[config.mk]
export PLATFORM = sky130hd
export DESIGN_NAME = sipo_flat
export DESIGN_NICKNAME = d
export VERILOG_FILES = /design/src/rtl/sipo_if.sv /design/src/rtl/sipo.sv /design/src/flat_wrapper.sv
export SDC_FILE = /design/constraint.sdc
export NUM_CORES = 1
export LEC_CHECK = 0
export ABC_AREA = 1
export CAP_MARGIN = 20
export CORE_AREA = 8 8 45 47
export CTS_CLUSTER_DIAMETER = 150
export CTS_CLUSTER_SIZE = 25
export DETAILED_ROUTE_END_ITERATION = 6
export DIE_AREA = 0 0 53 55
export PLACE_DENSITY = 0.54
export SYNTH_ARGS = -nofsm -noshare
export SYNTH_HDL_FRONTEND = slang
export SYNTH_SLANG_ARGS = --single-unit
[constraint.sdc]
create_clock -name clk -period 0.8 [get_ports clk]
set_input_delay 0.24 -clock clk [delete_from_list [all_inputs] [get_ports clk]]
set_output_delay 0.24 -clock clk [all_outputs]
set_load 0.03 [all_outputs]
[src/rtl/sipo_if.sv]
// Receive-side serial/parallel bundle between the SPI slave control logic and the SIPO.
// The master side drives the serial line and reads back the parallel word.
interface sipo_if #(
    parameter int WIDTH = 10
);
    logic             MOSI;
    logic [WIDTH-1:0] rx_data;

    modport master (
        output MOSI,
        input  rx_data
    );

    modport slave (
        input  MOSI,
        output rx_data
    );
endinterface

[src/rtl/sipo.sv]
// MSB-first serial-in/parallel-out register for the SPI slave receive path.
// Shifts on every clock edge; word framing is left to the external bit counter.
module sipo #(
    parameter int WIDTH = 10
) (
    input  logic  clk,
    input  logic  rst_n,
    sipo_if.slave bus
);

    logic [WIDTH-1:0] shreg;

    // Newest bit enters at bit 0, so the first bit of a word ends up at the top.
    generate
        if (WIDTH == 1) begin : g_single
            always_ff @(posedge clk or negedge rst_n) begin
                if (!rst_n) begin
                    shreg <= '0;
                end else begin
                    shreg <= bus.MOSI;
                end
            end
        end else begin : g_multi
            always_ff @(posedge clk or negedge rst_n) begin
                if (!rst_n) begin
                    shreg <= '0;
                end else begin
                    shreg <= {shreg[WIDTH-2:0], bus.MOSI};
                end
            end
        end
    endgenerate

    assign bus.rx_data = shreg;

endmodule

[src/flat_wrapper.sv]
// flat-port wrapper written by rule: the top's interface ports become plain ports
module sipo_flat 
#(
    parameter int WIDTH = 10
)
  (clk, rst_n, bus_MOSI, bus_rx_data);
  sipo_if #(.WIDTH(WIDTH)) bus_i ();
  input  logic clk;
  input  logic rst_n;
  input wire logic [$bits(bus_i.MOSI)-1:0] bus_MOSI;
  output wire logic [$bits(bus_i.rx_data)-1:0] bus_rx_data;
  assign bus_i.MOSI = bus_MOSI;
  assign bus_rx_data = bus_i.rx_data;
  sipo #(.WIDTH(WIDTH)) u_core (.clk(clk), .rst_n(rst_n), .bus(bus_i));
endmodule
Word-level counts from Yosys, hierarchy flattened
Index checks and enable logic that the tools add are counted.
{ "totals": {"latchBits": 0, "out_inout_bits": 10, "word_cells": 1, "inputBits": 3, "memories": 0, "mem_bits_rw": 0, "romBits": 0, "register_bits": 10} }
{ "classes": {"multipliers": 0, "shift": 0, "reduce_logical": 0, "order_cmp": 0, "n_mux": 0, "n_eq_ne": 0, "addsub": 0, "n_div": 0, "n_bitwise": 0} }

Logic depth before layout (Yosys ltp)
{ "logic_depth": {"ltp_word": 0, "mapped_depth": 0, "mapped_depth_nobuf": 0} }

Worst setup path before layout
OpenSTA, ideal clock, no wires.
{ "synth_timing": {"kind": "reg-to-output", "start": "reg u_core.shreg[0] (netlist: u_core.bus.rx_data[0])", "end": "out bus_rx_data[0]", "slack_ns": 0.081, "t_arrival_ns": 0.479, "required_time_ns": 0.560, "path_buffers": 0, "stages_incl_launch_ff": 1, "path_cell_list": "dfrtp_1"} }
{ "synth_lines": {"columns": ["element", "line", "source"], "rows": [
  ["start: declaration", "sipo.sv:11", "logic [WIDTH-1:0] shreg;"],
  ["start signal: assignment", "sipo.sv:28", "shreg <= {shreg[WIDTH-2:0], bus.MOSI};"],
  ["end: declaration", "flat_wrapper.sv:11", "output wire logic [$bits(bus_i.rx_data)-1:0] bus_rx_data;"]
]} }
No word-level cell between the ends.

Final worst setup path
{ "layout_timing": {"start": "reg u_core.shreg[3] (netlist: u_core.bus.rx_data[3])", "end": "out bus_rx_data[3]"} }
No word-level cell between the ends.

==> impl_metrics.tcl <==
set metrics [dict create \
    crit_path_end_kind "output pin" \
    rr_startpoint "u_core.bus.rx_data[5]" \
    root_buffer "clkbuf_4" \
    path_clk_slew_ns 0.06 \
    worst_slack_ns -0.2231 \
    rsz0062_at_grt "true" \
    synth-compound-area-share_pct 0 \
    path_delay_family "flip-flops" \
    crit_start "u_core.bus.rx_data[3]" \
    synthTopCellsByArea "dfrtp_1" \
    cts_hold_buf 0 \
    cts_buffer_depth 2 \
    grt_start_max_net_pins 11 \
    max_stage_delay_ns 0.39 \
    yosys.area.top_type_share_pct 100.0 \
    grt_pass1_wl_um 917 \
    final_cell_mix "buf_6, dfrtp_1, buf_4, clkbuf_4, clkdlybuf4s50_1" \
    synth-seq-cells 10 \
    avgSynthCellArea_um2 25.02 \
    powerDensity_nw_per_um2 2077 \
    hold_viol 0 \
    synth_area_um2 250.2 \
    netlist.top_cell.by_area "dfrtp_1" \
    p_clk_share_pct 29.9 \
    yosysUniqueCellTypes 1 \
    vias_per_cell 3.583 \
    combPwrFrac_pct 16.1 \
    num_rows 14 \
    ctsHtreeMaxLevel 1 \
    p_total_mw 1.019 \
    status "finished with violations" \
    cts_tree "done" \
    cts_inserted_buffers 3 \
    synthMuxAreaShare_pct 0 \
    syn_to_final_growth_pct 96.00 \
    clk-insertion-delay-late_ns 0.25 \
    violations "negative setup slack" \
    power.share.sequential_pct 54.0 \
    largest_reg_flops 10 \
    nFillCells 127 \
    leakage_nw 0.2369 \
    multi_input_gates 0 \
    drt_iter0_drc 1 \
    nNetsFinal 37 \
    clock-skew-final_ns 0.002786 \
    die-area_um2 2915 \
    fin_util_pct 35.44 \
    sw_frac_of_total_pct 22.70 \
    synthCells 10 \
    path_buf_inv 1 \
    synthSimpleGateAreaFrac_pct 0 \
    grt_pass1_vias 194 \
    grt_overflow 0 \
    min_period_over_period_pct 127.9 \
    grt_util_met2_pct 6.055 \
    synth_nets 13 \
    path_max_fanout 2 \
    start_util_pct 18.08 \
    relSlewSlack_pct 91.47 \
    use_met1_pct 4.050 \
    cts_sinks 10 \
    ir_worst_vdd_uv 891.6 \
    ys_warn_count 0 \
    die_h_um 55 \
    worstMarginPinSlew_ns 0.1276 \
    die_w_um 53 \
    slowest_stage "dfrtp_1" \
    multi_input_area_um2 0 \
    grt.total_usage_pct 4.851 \
    drc 0 \
    core_um2 1384 \
    max_freq_mhz 977.5 \
    power.net_switching_mw 0.2313 \
    drive_above_1_share_pct 62.50 \
    ios 13 \
    n_antenna_cell 0 \
    fin_tns_setup_ns -2.154 \
    setup_viol_count_final 10 \
    critPathKind "reg2out" \
    detail-route-antenna-nets 0 \
    vias 172 \
    wire_per_inst_um 11.73 \
    synth_xor_area_share_pct 0 \
    grt_busiest_layer "met4" \
    worstPathArrival_ns 0.78 \
    period_needed_ns 1.023 \
    cp-start-kind "flip-flop" \
    crit_required_ns 0.56 \
    io_buffers 12 \
    gp_congestion 0.6703 \
    hold_path_class "in2async" \
    synth-adder-area-share_pct 0 \
    seq_area_frac_synth_pct 100.0 \
    use_met3_pct 4.278 \
    crit_chain "buf_6" \
    cap_viol_max_count 0 \
    routed_wirelength_um 563 \
    p_int_mw 0.7875 \
    antenna_found_initial 0 \
    slew_violations 0 \
    drt_first_pass_iters 2 \
]
## routing by layer
layer | vias to the layer above | share of wire (%) | routed length [µm]
met2 | 13 | 39 | 221
met4 | 0 | 0 | 0
met3 | 0 | 22 | 126
li1 | 77 | - | -
met5 | - | 0 | 0
met1 | 82 | 38 | 215
## timing repair
item | CTS | global route
gates resized for setup | 10 | 0
endpoints found under the setup margin | 10 | 10
setup buffers | 4 | 2
endpoints found under the hold margin | 0 | 0
## area by class of cell
type	count	area (µm²)	area share [%]
clock buffers	3	22.52	4.592
flip-flops and latches	10	250.2	51.02
well taps	16	20.02	4.082
repair buffers	19	197.7	40.31
## per-stage QoR
step	hold WS (ns)	cells	instance area, µm²	setup WS, ns
4_1_cts	0.3233	46	475.5	-0.2419
6_report	0.3223	48	490.5	-0.2231
5_1_grt	0.3182	48	490.5	-0.2740
3_5_place_dp	0.3705	39	385.4	0.02294
2_1_floorplan	-0.05559	10	250.2	0.08072
3_3_place_gp	0.3604	39	385.4	0.02815
## power by group through the flow
| stage | Clock (mW) | Combinational, mW | Sequential (mW) |
|---|---|---|---|
| 5_1_grt | 0.370 | 0.174 | 0.551 |
| 3_5_place_dp | 0 | 0.129 | 0.554 |
| 3_3_place_gp | 0 | 0.128 | 0.553 |
| 6_report | 0.305 | 0.164 | 0.550 |
| 2_1_floorplan | 0 | 0 | 0.605 |
| 4_1_cts | 0.327 | 0.160 | 0.549 |
## final timing paths
path / to / depth (start not counted) / slack (ns)
max: bus_rx_data[3] / 1 / -0.22
min: u_core.bus.rx_data[3] / 2 / 0.32
max reg2reg: u_core.bus.rx_data[6] / 2 / 0.06
min reg2reg: u_core.bus.rx_data[2] / 0 / 0.40
max in group asynchronous: u_core.bus.rx_data[1] / 2 / 0.38
min in group clk: u_core.bus.rx_data[2] / 0 / 0.40
## Yosys cell counts
master   number
dfrtp_1      10
## kinds of logic (layout without fill, tap and decap cells)
kind of cell | after synthesis | after routing
flops | 10 | 10
buf+inv | 0 | 22
Note: power is estimated with default switching activity, not from simulation.
